===== src/rtl/dual_rail_pkg.sv =====
// Shared types and sizing constants for the dual-rail sweep checker.
package dual_rail_pkg;

    typedef enum logic [1:0] {
        IDLE = 2'd0,
        RUN  = 2'd1,
        DONE = 2'd2
    } state_t;

    localparam int NUM_VECTORS = 16;
    localparam int IDX_W       = 4;
    localparam int CNT_W       = 8;

endpackage


===== src/rtl/dual_rail_sweep_checker_hold_timer.sv =====
// Per-vector hold counter: counts 0..HOLD_CYCLES-1 while enabled and flags
// the final cycle of the hold, which is the sample cycle.
module hold_timer
    import dual_rail_pkg::*;
#(
    parameter int HOLD_CYCLES = 20
) (
    input  logic clk,
    input  logic rst,
    input  logic clear,
    input  logic enable,
    output logic last
);

    logic [CNT_W-1:0] cnt_reg;

    assign last = (cnt_reg == CNT_W'(HOLD_CYCLES - 1));

    // Wrap to zero after the sample cycle so the next vector starts a fresh hold.
    always_ff @(posedge clk or posedge rst) begin
        if (rst) begin
            cnt_reg <= '0;
        end else if (clear) begin
            cnt_reg <= '0;
        end else if (enable) begin
            cnt_reg <= last ? '0 : cnt_reg + CNT_W'(1);
        end
    end

endmodule


===== config.mk =====
export PLATFORM = sky130hd
export DESIGN_NAME = hold_timer
export DESIGN_NICKNAME = d
export VERILOG_FILES = /design/src/rtl/dual_rail_pkg.sv /design/src/rtl/dual_rail_sweep_checker_hold_timer.sv
export SDC_FILE = /design/constraint.sdc
export NUM_CORES = 1
export LEC_CHECK = 0
export CORE_AREA = 10 10 47 49
export CTS_BUF_LIST = sky130_fd_sc_hd__clkbuf_4
export DETAILED_ROUTE_END_ITERATION = 10
export DIE_AREA = 0 0 57 59
export PLACE_DENSITY = 0.5
export REMOVE_ABC_BUFFERS = 1
export SLEW_MARGIN = 25
export SYNTH_ARGS = -nofsm -noshare
export SYNTH_HDL_FRONTEND = slang
export SYNTH_SLANG_ARGS = --single-unit

===== constraint.sdc =====
create_clock -name clk -period 3.2 [get_ports clk]
set_input_delay 0.32 -clock clk [delete_from_list [all_inputs] [get_ports clk]]
set_output_delay 0.32 -clock clk [all_outputs]
set_load 0.05 [all_outputs]

==> out/metrics.yaml <==
floorplanning:
  fp.dieW_um: 57
  start_util_pct: 32.59
  dieHeight_um: 59
  ios: 5
  dieArea_sq_um: 3363
  fp-row-count: 14
  coreArea_sq_um: 1401
timing:
  setup_viol: 0
  fmax_ghz: 0.4161
  holdWs_ns: 0.3130
  fin_crit_sh_pct: 75.11
  max-slew-margin-rel_pct: 66.37
  fin_skew_ns: 0.006414
  setup_tns_ns: 0
  hold_viol_final: 0
  rsz0062_at_grt: "false"
  tightest_slew_ns: 0.5028
  slew_violations: 0
  period_minus_slack_ns: 2.403
clocking:
  clk_latency_ns: 0.26
  cts_tree: "done"
  clock_path_buffers: 2
  clock-sinks: 8
  postCtsSetupRepairBufs: 0
  clockRootBuffer: "clkbuf_4"
  htreeDepth: 1
  postCtsHoldBufs: 0
  path_clk_slew_ns: 0.06
  post_cts_resized: 0
  numCtsBuffers: 3
power:
  clkPwrFrac_pct: 39.2
  p_sw_mw: 0.04954
  power_density_nw_per_um2: 381.7
  p_leak_nw: 0.2174
  power.share.switching_pct: 24.41
  peakVddDrop_mv: 0.1861
  internal-power_mw: 0.1534
  power.total_mw: 0.2030
  pwr-share-seq_pct: 52.3
  power_frac_comb_pct: 8.6
place:
  port-buffer-count: 4
  dp.cells: 66
  dp_hpwl_um: 708.9
  finalWeightedCongestion: 0.7980
route:
  drc_errors: 0
  totalWireLength_um: 993
  routed_via_density: 5.406
  num_vias: 373
  firstDrtPassIters: 4
  drtIter0Drc: 9
  ant_nets: 0
  drt-wirelength-per-cell_um: 14.39
synth:
  synth-seq-area-share_pct: 43.84
  synth_cells: 47
  synth.distinct_cells: 19
  synth-seq-cells: 8
  syn_avg_cell_area_sq_um: 9.717
  netlist_area_sq_um: 456.7
  yosys_warnings: 0
grt:
  grt_max_degree: 9
  antenna_found_initial: 0
  grt_pass1_wl_um: 1835
  grt_pass1_vias: 413
  overflow: 0
  grt_usage_pct: 6.855
worst_setup_path:
  cp-end-kind: "primary output"
  required_ns: 2.88
  cp-startpoint: "cnt_reg[0]"
  crit_arrival_ns: 2.08
  rr_startpoint: "cnt_reg[0]"
  startpoint_type: "flop"
  crit_fanout: 6
  r2r_cells: 4
  crit_type: "reg2out"
layout:
  nets: 60
  fillCellCount: 145
  register_area_sq_um: 200.2
  multi_input_area_sq_um: 237.7
  fin_cells: 69
  area_growth_pct: 16.44
  largest_reg_flops: 8
  insertedDiodeCount: 0
  drive_gt1_share_pct: 11.32
status:
  status: "finished clean"
hold_path:
  min-delay-path-class: "in2async"
job:
  cap_viol_max_count: 0
-- worst paths after layout --
| check | slack, ns | endpoint |
|---|---|---|
| min in group clk | 0.56 | cnt_reg[7] |
| worst max register to register | 1.74 | cnt_reg[3] |
| max in group asynchronous | 2.64 | cnt_reg[5] |
| worst min-delay path | 0.31 | cnt_reg[7] |
| worst max-delay path | 0.80 | last |
| worst min register to register | 0.56 | cnt_reg[7] |
-- through the flow --
stage          setup WS (ns)  area [sq um]  utilization [%]
3_3_place_gp           1.113         509.2            36.34
6_report              0.7965         531.8            37.95
2_1_floorplan          1.399         449.2                -
3_5_place_dp           1.092         509.2            36.34
5_1_grt               0.6906         531.8            37.95
4_1_cts               0.7832         531.8            37.95
-- critical path, stage by stage (launching register included) --
cell,delay (ns)
dfrtp_1,0.42
ha_1,0.19
nand4bb_1,0.23
nor2_1,0.16
clkdlybuf4s50_1,0.81
-- synthesized netlist by cell type --
cell type,n,area share (%)
nor2_1,3,2.5
nand3_1,1,1.1
xor2_1,2,3.8
dfrtp_1,8,44
o2111ai_1,2,3.8
o31ai_4,1,4.7
ha_1,1,2.7
or3_4,1,2.5
a21oi_1,6,6.6
o21ai_0,5,5.5
or3_1,4,5.5
nor2b_1,1,1.4
nand4_2,1,2.7
nand2_1,3,2.5
nand4bb_1,1,2.5
buf_4,1,1.6
inv_1,3,2.5
o21ai_1,1,1.1
o211ai_1,2,3.3
-- layer usage --
| layer | part of all wire (%) | routed length (um) | vias to the layer above | GRT usage (%) |
|---|---|---|---|---|
| met3 | 4.8 | 48 | 4 | 2.790 |
| met2 | 47 | 471 | 8 | 10.39 |
| met5 | 0 | 0 | - | 0 |
| met1 | 45 | 450 | 172 | 7.203 |
| met4 | 2.3 | 23 | 0 | 6.040 |
| li1 | - | - | 189 | - |
-- logic make-up after synthesis --
kind of cell / Yosys count / share of synthesized area (%)
AOI/OAI and AO/OA: 17 / 24.93
DFF: 8 / 43.84
adders and majority gates: 1 / 2.739
buffers and inverters: 4 / 4.110
xor gates and xnor gates: 2 / 3.836
and+or+nand+nor: 15 / 20.55
-- power groups by stage --
| stage | Combinational (mW) | Clock [mW] | Sequential (mW) |
|---|---|---|---|
| after floorplan | 0.00924 | 0 | 0.107 |
| after global placement | 0.0177 | 0 | 0.108 |
| after detailed placement | 0.0174 | 0 | 0.108 |
| after CTS | 0.0177 | 0.0837 | 0.106 |
| after global routing | 0.0201 | 0.0881 | 0.106 |
| final | 0.0174 | 0.0795 | 0.106 |
-- layout by cell type, fill, tap and decap left out, drive strengths merged, types with 2 or more instances in the layout --
cell type and count:
a21oi 6, clkbuf 3, clkdlybuf4s50 4, dfrtp 8, inv 3, nand2 3
nor2 3, o2111ai 2, o211ai 2, o21ai 6, or3 5, xor2 2
-- final cells by class --
| cell class | instances | area share, % |
|---|---|---|
| well taps | 16 | 3.765 |
| repair buffers | 4 | 7.529 |
| inverters | 3 | 2.118 |
| multi-input cells | 35 | 44.71 |
| flip-flops and latches | 8 | 37.65 |
| clock buffers | 3 | 4.235 |
Power figures use the tool's default switching activity.
